===== config.mk =====
export PLATFORM = sky130hd
export DESIGN_NAME = seven_segment_scanner
export DESIGN_NICKNAME = d
export VERILOG_FILES = /design/src/rtl/seven_segment_pkg.sv /design/src/rtl/seg_hex_decode.sv /design/src/rtl/seven_segment_scanner.sv
export SDC_FILE = /design/constraint.sdc
export NUM_CORES = 1
export LEC_CHECK = 0
export ABC_AREA = 1
export BUFFER_PORTS_ARGS = -buffer_cell sky130_fd_sc_hd__buf_2
export CELL_PAD_IN_SITES_DETAIL_PLACEMENT = 0
export CELL_PAD_IN_SITES_GLOBAL_PLACEMENT = 1
export CORE_MARGIN = 2
export CORE_UTILIZATION = 47
export DETAILED_ROUTE_END_ITERATION = 6
export GPL_TIMING_DRIVEN = 0
export PLACE_DENSITY = 0.89
export SYNTH_ARGS = -nofsm -noshare
export SYNTH_HDL_FRONTEND = slang
export SYNTH_SLANG_ARGS = --single-unit
export TNS_END_PERCENT = 30

===== constraint.sdc =====
create_clock -name clk -period 4.5 [get_ports clk]
set_input_delay 0.45 -clock clk [delete_from_list [all_inputs] [get_ports clk]]
set_output_delay 0.45 -clock clk [all_outputs]
set_load 0.01 [all_outputs]

===== src/rtl/seven_segment_pkg.sv =====
// Shared definitions for the seven-segment scanner: segment bit order,
// active-low hex glyphs and the nibble-to-glyph lookup.
package seven_segment_pkg;

    // Bit position of each segment inside the 7-bit seg bus (a is the MSB).
    typedef enum logic [2:0] {
        SEG_G = 3'd0,
        SEG_F = 3'd1,
        SEG_E = 3'd2,
        SEG_D = 3'd3,
        SEG_C = 3'd4,
        SEG_B = 3'd5,
        SEG_A = 3'd6
    } seg_pos_e;

    // Active-low glyphs: a 0 bit lights the segment.
    localparam logic [6:0] GLYPH_0   = 7'h01;
    localparam logic [6:0] GLYPH_1   = 7'h4F;
    localparam logic [6:0] GLYPH_2   = 7'h12;
    localparam logic [6:0] GLYPH_3   = 7'h06;
    localparam logic [6:0] GLYPH_4   = 7'h4C;
    localparam logic [6:0] GLYPH_5   = 7'h24;
    localparam logic [6:0] GLYPH_6   = 7'h20;
    localparam logic [6:0] GLYPH_7   = 7'h0F;
    localparam logic [6:0] GLYPH_8   = 7'h00;
    localparam logic [6:0] GLYPH_9   = 7'h04;
    localparam logic [6:0] GLYPH_A   = 7'h08;
    localparam logic [6:0] GLYPH_B   = 7'h60;
    localparam logic [6:0] GLYPH_C   = 7'h31;
    localparam logic [6:0] GLYPH_D   = 7'h42;
    localparam logic [6:0] GLYPH_E   = 7'h30;
    localparam logic [6:0] GLYPH_F   = 7'h38;
    localparam logic [6:0] SEG_BLANK = 7'h7F;

    // Map a hex nibble onto its active-low glyph.
    function automatic logic [6:0] hex_glyph(input logic [3:0] nibble);
        case (nibble)
            4'h0:    return GLYPH_0;
            4'h1:    return GLYPH_1;
            4'h2:    return GLYPH_2;
            4'h3:    return GLYPH_3;
            4'h4:    return GLYPH_4;
            4'h5:    return GLYPH_5;
            4'h6:    return GLYPH_6;
            4'h7:    return GLYPH_7;
            4'h8:    return GLYPH_8;
            4'h9:    return GLYPH_9;
            4'hA:    return GLYPH_A;
            4'hB:    return GLYPH_B;
            4'hC:    return GLYPH_C;
            4'hD:    return GLYPH_D;
            4'hE:    return GLYPH_E;
            4'hF:    return GLYPH_F;
            default: return SEG_BLANK;
        endcase
    endfunction

endpackage


===== src/rtl/seg_hex_decode.sv =====
// Purely combinational nibble-to-glyph decoder for the scanner's muxed digit.
module seg_hex_decode
    import seven_segment_pkg::*;
(
    input  logic [3:0] nibble,
    output logic [6:0] glyph
);

    // Look up the active-low glyph for the selected nibble.
    always_comb begin
        glyph = hex_glyph(nibble);
    end

endmodule


===== src/rtl/seven_segment_scanner.sv =====
// Time-multiplexed common-anode seven-segment driver with a double-buffered
// hex value. Committed data only changes when the digit index wraps to 0, so a
// frame never mixes old and new digits.
// Optional build macro: SEVEN_SEGMENT_LZB_EN enables leading-zero blanking.
module seven_segment_scanner
    import seven_segment_pkg::*;
#(
    parameter int DIGITS      = 4,
    parameter int REFRESH_DIV = 50000
) (
    input  logic                  clk,
    input  logic                  rst,
    input  logic [4*DIGITS-1:0]   value,
    input  logic                  load,
    input  logic                  blank,
    output logic [6:0]            seg,
    output logic [DIGITS-1:0]     an,
    output logic                  frame_done
);

    localparam int IDX_W = (DIGITS > 1) ? $clog2(DIGITS) : 1;
    localparam int PRE_W = $clog2(REFRESH_DIV);
    localparam logic [PRE_W-1:0] PRE_LAST = PRE_W'(REFRESH_DIV - 1);
    localparam logic [IDX_W-1:0] IDX_LAST = IDX_W'(DIGITS - 1);

    logic [PRE_W-1:0]    presc_q, presc_d;
    logic [IDX_W-1:0]    idx_q, idx_d;
    logic [4*DIGITS-1:0] pend_q, pend_d;
    logic [4*DIGITS-1:0] disp_q, disp_d;
    logic                pend_valid_q, pend_valid_d;
    logic                wrap_q, wrap_d;
    logic [6:0]          seg_q, seg_d;
    logic [DIGITS-1:0]   an_q, an_d;
    logic                frame_done_q, frame_done_d;

    logic                terminal_s;
    logic                wrap_s;
    logic [3:0]          nibble_s;
    logic [6:0]          glyph_s;
    logic                lzb_s;

    // Prescaler and digit index: advance the index on each terminal count.
    always_comb begin
        terminal_s = (presc_q == PRE_LAST);
        wrap_s     = terminal_s && (idx_q == IDX_LAST);
        presc_d    = presc_q;
        idx_d      = idx_q;
        if (terminal_s) begin
            presc_d = '0;
            if (wrap_s) begin
                idx_d = '0;
            end else begin
                idx_d = idx_q + IDX_W'(1);
            end
        end else begin
            presc_d = presc_q + PRE_W'(1);
        end
    end

    // Double buffer: loads land in pending; the frame wrap commits to display.
    // A load coincident with the wrap bypasses pending and commits directly.
    always_comb begin
        pend_d       = pend_q;
        pend_valid_d = pend_valid_q;
        disp_d       = disp_q;
        wrap_d       = wrap_s;
        if (wrap_s) begin
            if (load) begin
                disp_d       = value;
                pend_d       = value;
                pend_valid_d = 1'b0;
            end else if (pend_valid_q) begin
                disp_d       = pend_q;
                pend_valid_d = 1'b0;
            end else begin
                disp_d = disp_q;
            end
        end else if (load) begin
            pend_d       = value;
            pend_valid_d = 1'b1;
        end else begin
            pend_d = pend_q;
        end
    end

    // Select the nibble of the committed value for the active digit.
    always_comb begin
        nibble_s = disp_q[4*int'(idx_q) +: 4];
    end

    seg_hex_decode u_decode (
        .nibble (nibble_s),
        .glyph  (glyph_s)
    );

`ifdef SEVEN_SEGMENT_LZB_EN
    logic [DIGITS-1:0] lz_mask_s;
    logic              lz_run_s;

    // Leading-zero mask: bit k set when nibbles k..DIGITS-1 are all zero.
    always_comb begin
        lz_run_s  = 1'b1;
        lz_mask_s = '0;
        for (int k = DIGITS - 1; k >= 0; k--) begin
            lz_run_s     = lz_run_s & (disp_q[4*k +: 4] == 4'h0);
            lz_mask_s[k] = lz_run_s;
        end
        lzb_s = (idx_q != '0) && lz_mask_s[idx_q];
    end
`else
    assign lzb_s = 1'b0;
`endif

    // Next output values; blank only masks the pins, scanning keeps running.
    always_comb begin
        seg_d        = SEG_BLANK;
        an_d         = {DIGITS{1'b1}};
        frame_done_d = wrap_q;
        if (blank) begin
            seg_d = SEG_BLANK;
            an_d  = {DIGITS{1'b1}};
        end else begin
            an_d = ~(DIGITS'(1) << idx_q);
            if (lzb_s) begin
                seg_d = SEG_BLANK;
            end else begin
                seg_d = glyph_s;
            end
        end
    end

    // State and output registers with asynchronous reset.
    always_ff @(posedge clk or posedge rst) begin
        if (rst) begin
            presc_q      <= '0;
            idx_q        <= '0;
            pend_q       <= '0;
            disp_q       <= '0;
            pend_valid_q <= 1'b0;
            wrap_q       <= 1'b0;
            seg_q        <= SEG_BLANK;
            an_q         <= {DIGITS{1'b1}};
            frame_done_q <= 1'b0;
        end else begin
            presc_q      <= presc_d;
            idx_q        <= idx_d;
            pend_q       <= pend_d;
            disp_q       <= disp_d;
            pend_valid_q <= pend_valid_d;
            wrap_q       <= wrap_d;
            seg_q        <= seg_d;
            an_q         <= an_d;
            frame_done_q <= frame_done_d;
        end
    end

    assign seg        = seg_q;
    assign an         = an_q;
    assign frame_done = frame_done_q;

endmodule


==> flow_results.xml <==
<?xml version="1.0" encoding="UTF-8"?>
<metrics>
  <group name="critical_path">
    <metric name="timing.reg2reg.setup_slack" unit="ps">2590</metric>
    <metric name="critical_path_class" unit="">flip-flop to flip-flop</metric>
    <metric name="setup.worst_path.start_class" unit="">flip-flop</metric>
    <metric name="worstReg2RegEnd" unit="">disp_q[15]</metric>
    <metric name="worst_r2r_path_depth" unit="">5</metric>
    <metric name="path_max_fanout" unit="">10</metric>
    <metric name="worst_r2r_startpoint" unit="">idx_q[1]</metric>
    <metric name="critical_path.endpoint_type" unit="">flip-flop</metric>
    <metric name="cp.arrival" unit="ps">2190</metric>
    <metric name="cp_data_required_time" unit="ps">4770</metric>
  </group>
  <group name="clocking">
    <metric name="post_cts_hold_buffer_count" unit="">0</metric>
    <metric name="h_tree_levels" unit="">3</metric>
    <metric name="clk_pin_slew" unit="ps">70</metric>
    <metric name="cts.sinks" unit="">64</metric>
    <metric name="tritoncts" unit="">done</metric>
    <metric name="clk_root_buffer_cell" unit="">sky130_fd_sc_hd__clkbuf_8</metric>
    <metric name="post-cts-setup-buffers" unit="">0</metric>
    <metric name="clk-insertion-delay-late" unit="ps">340</metric>
    <metric name="tritoncts.num_buffers" unit="">9</metric>
    <metric name="cts_repair_resize_count" unit="">0</metric>
    <metric name="clockBufferDepth" unit="">2</metric>
  </group>
  <group name="synth">
    <metric name="yosysUniqueCellTypes" unit="">25</metric>
    <metric name="syn-num-nets" unit="">403</metric>
    <metric name="yosys_reg_bits" unit="">64</metric>
    <metric name="post_synth_inst_count" unit="">372</metric>
    <metric name="postSynth.asyncResetShare" unit="%">100</metric>
    <metric name="synth.cell_area" unit="sq um">3090</metric>
    <metric name="synth.yosys.seq_area_share" unit="%">52.3</metric>
    <metric name="synth_edf_count" unit="">0</metric>
    <metric name="yosys_most_used_dff" unit="">sky130_fd_sc_hd__dfrtp_1</metric>
    <metric name="synth.yosys.warnings" unit="">0</metric>
    <metric name="postSynthAreaPerCell" unit="sq um">8.30</metric>
  </group>
  <group name="routing">
    <metric name="route.detailed.drc" unit="">0</metric>
    <metric name="detailedRoute.firstPassIterationCount" unit="">4</metric>
    <metric name="drt_iter0_drc" unit="">115</metric>
    <metric name="vias_after_detailed_routing" unit="">2394</metric>
    <metric name="vias_per_cell" unit="">4.85</metric>
    <metric name="wire_per_inst" unit="um">12.1</metric>
    <metric name="finalWirelength" unit="um">5980</metric>
    <metric name="drtAntennaViolNets" unit="">0</metric>
  </group>
  <group name="pwr">
    <metric name="power.static_leakage" unit="nW">1.88</metric>
    <metric name="cellPowerDensity" unit="nW/um^2">320</metric>
    <metric name="vdd_drop_max" unit="V">0.000223</metric>
  </group>
  <group name="grt">
    <metric name="grt_pass1_vias" unit="">2370</metric>
    <metric name="grt_pass1_wl" unit="um">10600</metric>
    <metric name="grt_start_max_net_pins" unit="">39</metric>
    <metric name="groute.usage.overall" unit="%">18.6</metric>
    <metric name="grt_antenna_before_repair" unit="">0</metric>
    <metric name="grt.overflow.total" unit="">0</metric>
  </group>
  <group name="sta">
    <metric name="finalMaxSlewViolations" unit="">0</metric>
    <metric name="setup_viol_count_final" unit="">0</metric>
    <metric name="finalCriticalPeriod" unit="ps">1910</metric>
    <metric name="relSlewSlack" unit="%">61.2</metric>
    <metric name="finalHoldViolations" unit="">0</metric>
    <metric name="setup_total_negative_slack" unit="ps">0</metric>
    <metric name="worst_slack" unit="ps">2590</metric>
    <metric name="rsz_0062_raised_after_global_routing" unit="">no</metric>
    <metric name="timing.clock.skew" unit="ps">9.88</metric>
    <metric name="max_clock_freq" unit="GHz">0.523</metric>
    <metric name="final_min_period_over_clock_period" unit="%">42.5</metric>
    <metric name="measured_slew_at_the_worst_slew_check_pin" unit="ps">581</metric>
  </group>
  <group name="finish">
    <metric name="design.final.nets" unit="">445</metric>
    <metric name="area_growth_from_synthesis_to_layout" unit="%">14.9</metric>
    <metric name="final_layout_size_suffix_gt1_share" unit="%">17.5</metric>
    <metric name="final_antenna_diode_count" unit="">0</metric>
  </group>
  <group name="min_path">
    <metric name="hold_path_class" unit="">input pin to async pin</metric>
  </group>
  <group name="placed_design">
    <metric name="gp_congestion" unit="">0.806</metric>
    <metric name="post-place-ws" unit="ps">2650</metric>
    <metric name="detailedPlacementHpwl" unit="um">4330</metric>
    <metric name="io_buffer_count" unit="">30</metric>
  </group>
  <group name="floorplan">
    <metric name="die_area" unit="sq um">7240</metric>
    <metric name="row_count" unit="">29</metric>
    <metric name="design.portCount" unit="">32</metric>
    <metric name="initial_util" unit="%">48.7</metric>
    <metric name="dieHeight" unit="um">85.1</metric>
    <metric name="die_x" unit="um">85.1</metric>
    <metric name="fp.coreArea" unit="sq um">6350</metric>
  </group>
  <group name="outcome">
    <metric name="status" unit="">complete, no violations</metric>
  </group>
  <group name="run">
    <metric name="maxCapViolCount" unit="">0</metric>
  </group>
</metrics>
==> layout by cell type (no fill, tap or decap), drive strengths merged <==
cell      count
o21ai         7
clkbuf       14
ha           11
buf          39
dfstp        11
nor2         28
nor3          5
nand4        17
o211ai        1
clkinv        2
a21oi         3
nand3b        1
xor2          6
nand3        31
clkinvlp      1
bufinv        1
nand2       150
inv          35
dfrtp        53
or2           1
==> cell usage after synthesis, types with 2 or more instances <==
library cell / number / area (sq um)
sky130_fd_sc_hd__nand2_1: 148 / 556
sky130_fd_sc_hd__dfrtp_1: 53 / 1330
sky130_fd_sc_hd__inv_1: 33 / 124
sky130_fd_sc_hd__nand3_1: 29 / 145
sky130_fd_sc_hd__nor2_1: 26 / 97.6
sky130_fd_sc_hd__nand4_1: 17 / 106
sky130_fd_sc_hd__dfstp_2: 11 / 289
sky130_fd_sc_hd__ha_1: 11 / 138
sky130_fd_sc_hd__o21ai_0: 7 / 35.0
sky130_fd_sc_hd__xor2_1: 6 / 52.6
sky130_fd_sc_hd__nor3_1: 5 / 25.0
sky130_fd_sc_hd__buf_2: 4 / 20.0
sky130_fd_sc_hd__a21oi_1: 3 / 15.0
sky130_fd_sc_hd__clkbuf_1: 3 / 11.3
sky130_fd_sc_hd__buf_4: 2 / 15.0
sky130_fd_sc_hd__buf_6: 2 / 22.5
sky130_fd_sc_hd__inv_2: 2 / 7.51
sky130_fd_sc_hd__nand2_2: 2 / 12.5
sky130_fd_sc_hd__nand3_4: 2 / 35.0
==> layer usage <==
| layer | vias up | track usage (%) | wire, um |
|---|---|---|---|
| met5 | - | 0 | 0 |
| met4 | 0 | 6.64 | 77 |
| met3 | 7 | 4.38 | 277 |
| met2 | 53 | 29.6 | 2770 |
| met1 | 1080 | 25.0 | 2850 |
| li1 | 1254 | - | - |
==> worst max-delay path, cell delays in order (launching register included) <==
cell                       delay, ps
sky130_fd_sc_hd__dfrtp_1         480
sky130_fd_sc_hd__ha_1            270
sky130_fd_sc_hd__clkbuf_1        370
sky130_fd_sc_hd__clkbuf_1        440
sky130_fd_sc_hd__nand4_1         190
sky130_fd_sc_hd__nand2_1         100
==> logic make-up (layout without fill, tap and decap cells) <==
group	Yosys count	in the layout	share of synthesized area [%]
buffers and inverters	47	92	6.60
and+or+nand+nor	233	233	33.1
DFF	64	64	52.3
xor gates and xnor gates	6	6	1.70
AOI/OAI and AO/OA	11	11	1.86
adders and majority gates	11	11	4.46
==> state kept, by name, indices dropped and copies added (netlist names) <==
signal and cells:
idx_q 2, pend_valid_q 1, frame_done_d 1, disp_q 16, frame_done 1, pend_q 16
an 4, presc_q 16, seg 7
==> worst max-delay path by stage <==
stage | from | end | cells after the start
2_1_floorplan | rst | disp_q[0] | 1
3_3_place_gp | rst | pend_q[11] | 2
3_5_place_dp | idx_q[1] | disp_q[10] | 5
4_1_cts | idx_q[1] | disp_q[15] | 5
5_1_grt | idx_q[1] | disp_q[14] | 5
6_report | idx_q[1] | disp_q[15] | 5
==> final cells by class <==
| type | instances | area (sq um) |
|---|---|---|
| buffer | 11 | 68.8 |
| clock buffer | 11 | 151 |
| clock inverter | 3 | 42.5 |
| fill | 619 | 2800 |
| inverter | 36 | 135 |
| multi-input combinational | 261 | 1270 |
| sequential | 64 | 1620 |
| tap | 77 | 96.3 |
| timing repair buffer | 31 | 170 |
==> stage by stage <==
| stage | cells | total power, mW | util, % | area (sq um) | hold slack (ps) |
|---|---|---|---|---|---|
| 3_5_place_dp | 480 | 0.661 | 52.8 | 3360 | 349 |
| 2_1_floorplan | 372 | 0.638 | - | 3090 | 331 |
| 3_3_place_gp | 479 | 0.657 | 52.5 | 3340 | 331 |
| 5_1_grt | 494 | 1.18 | 55.9 | 3550 | 214 |
| 4_1_cts | 494 | 1.15 | 55.9 | 3550 | 188 |
| 6_report | 494 | 1.14 | 55.9 | 3550 | 169 |
==> power by group <==
part / internal, mW / switching, mW / leakage (nW)
Sequential: 0.594 / 0.00417 / 0.808
Combinational: 0.0174 / 0.0336 / 0.976
Clock: 0.279 / 0.210 / 0.0973
Total: 0.890 / 0.248 / 1.88
(Power assumes the default switching activity.)
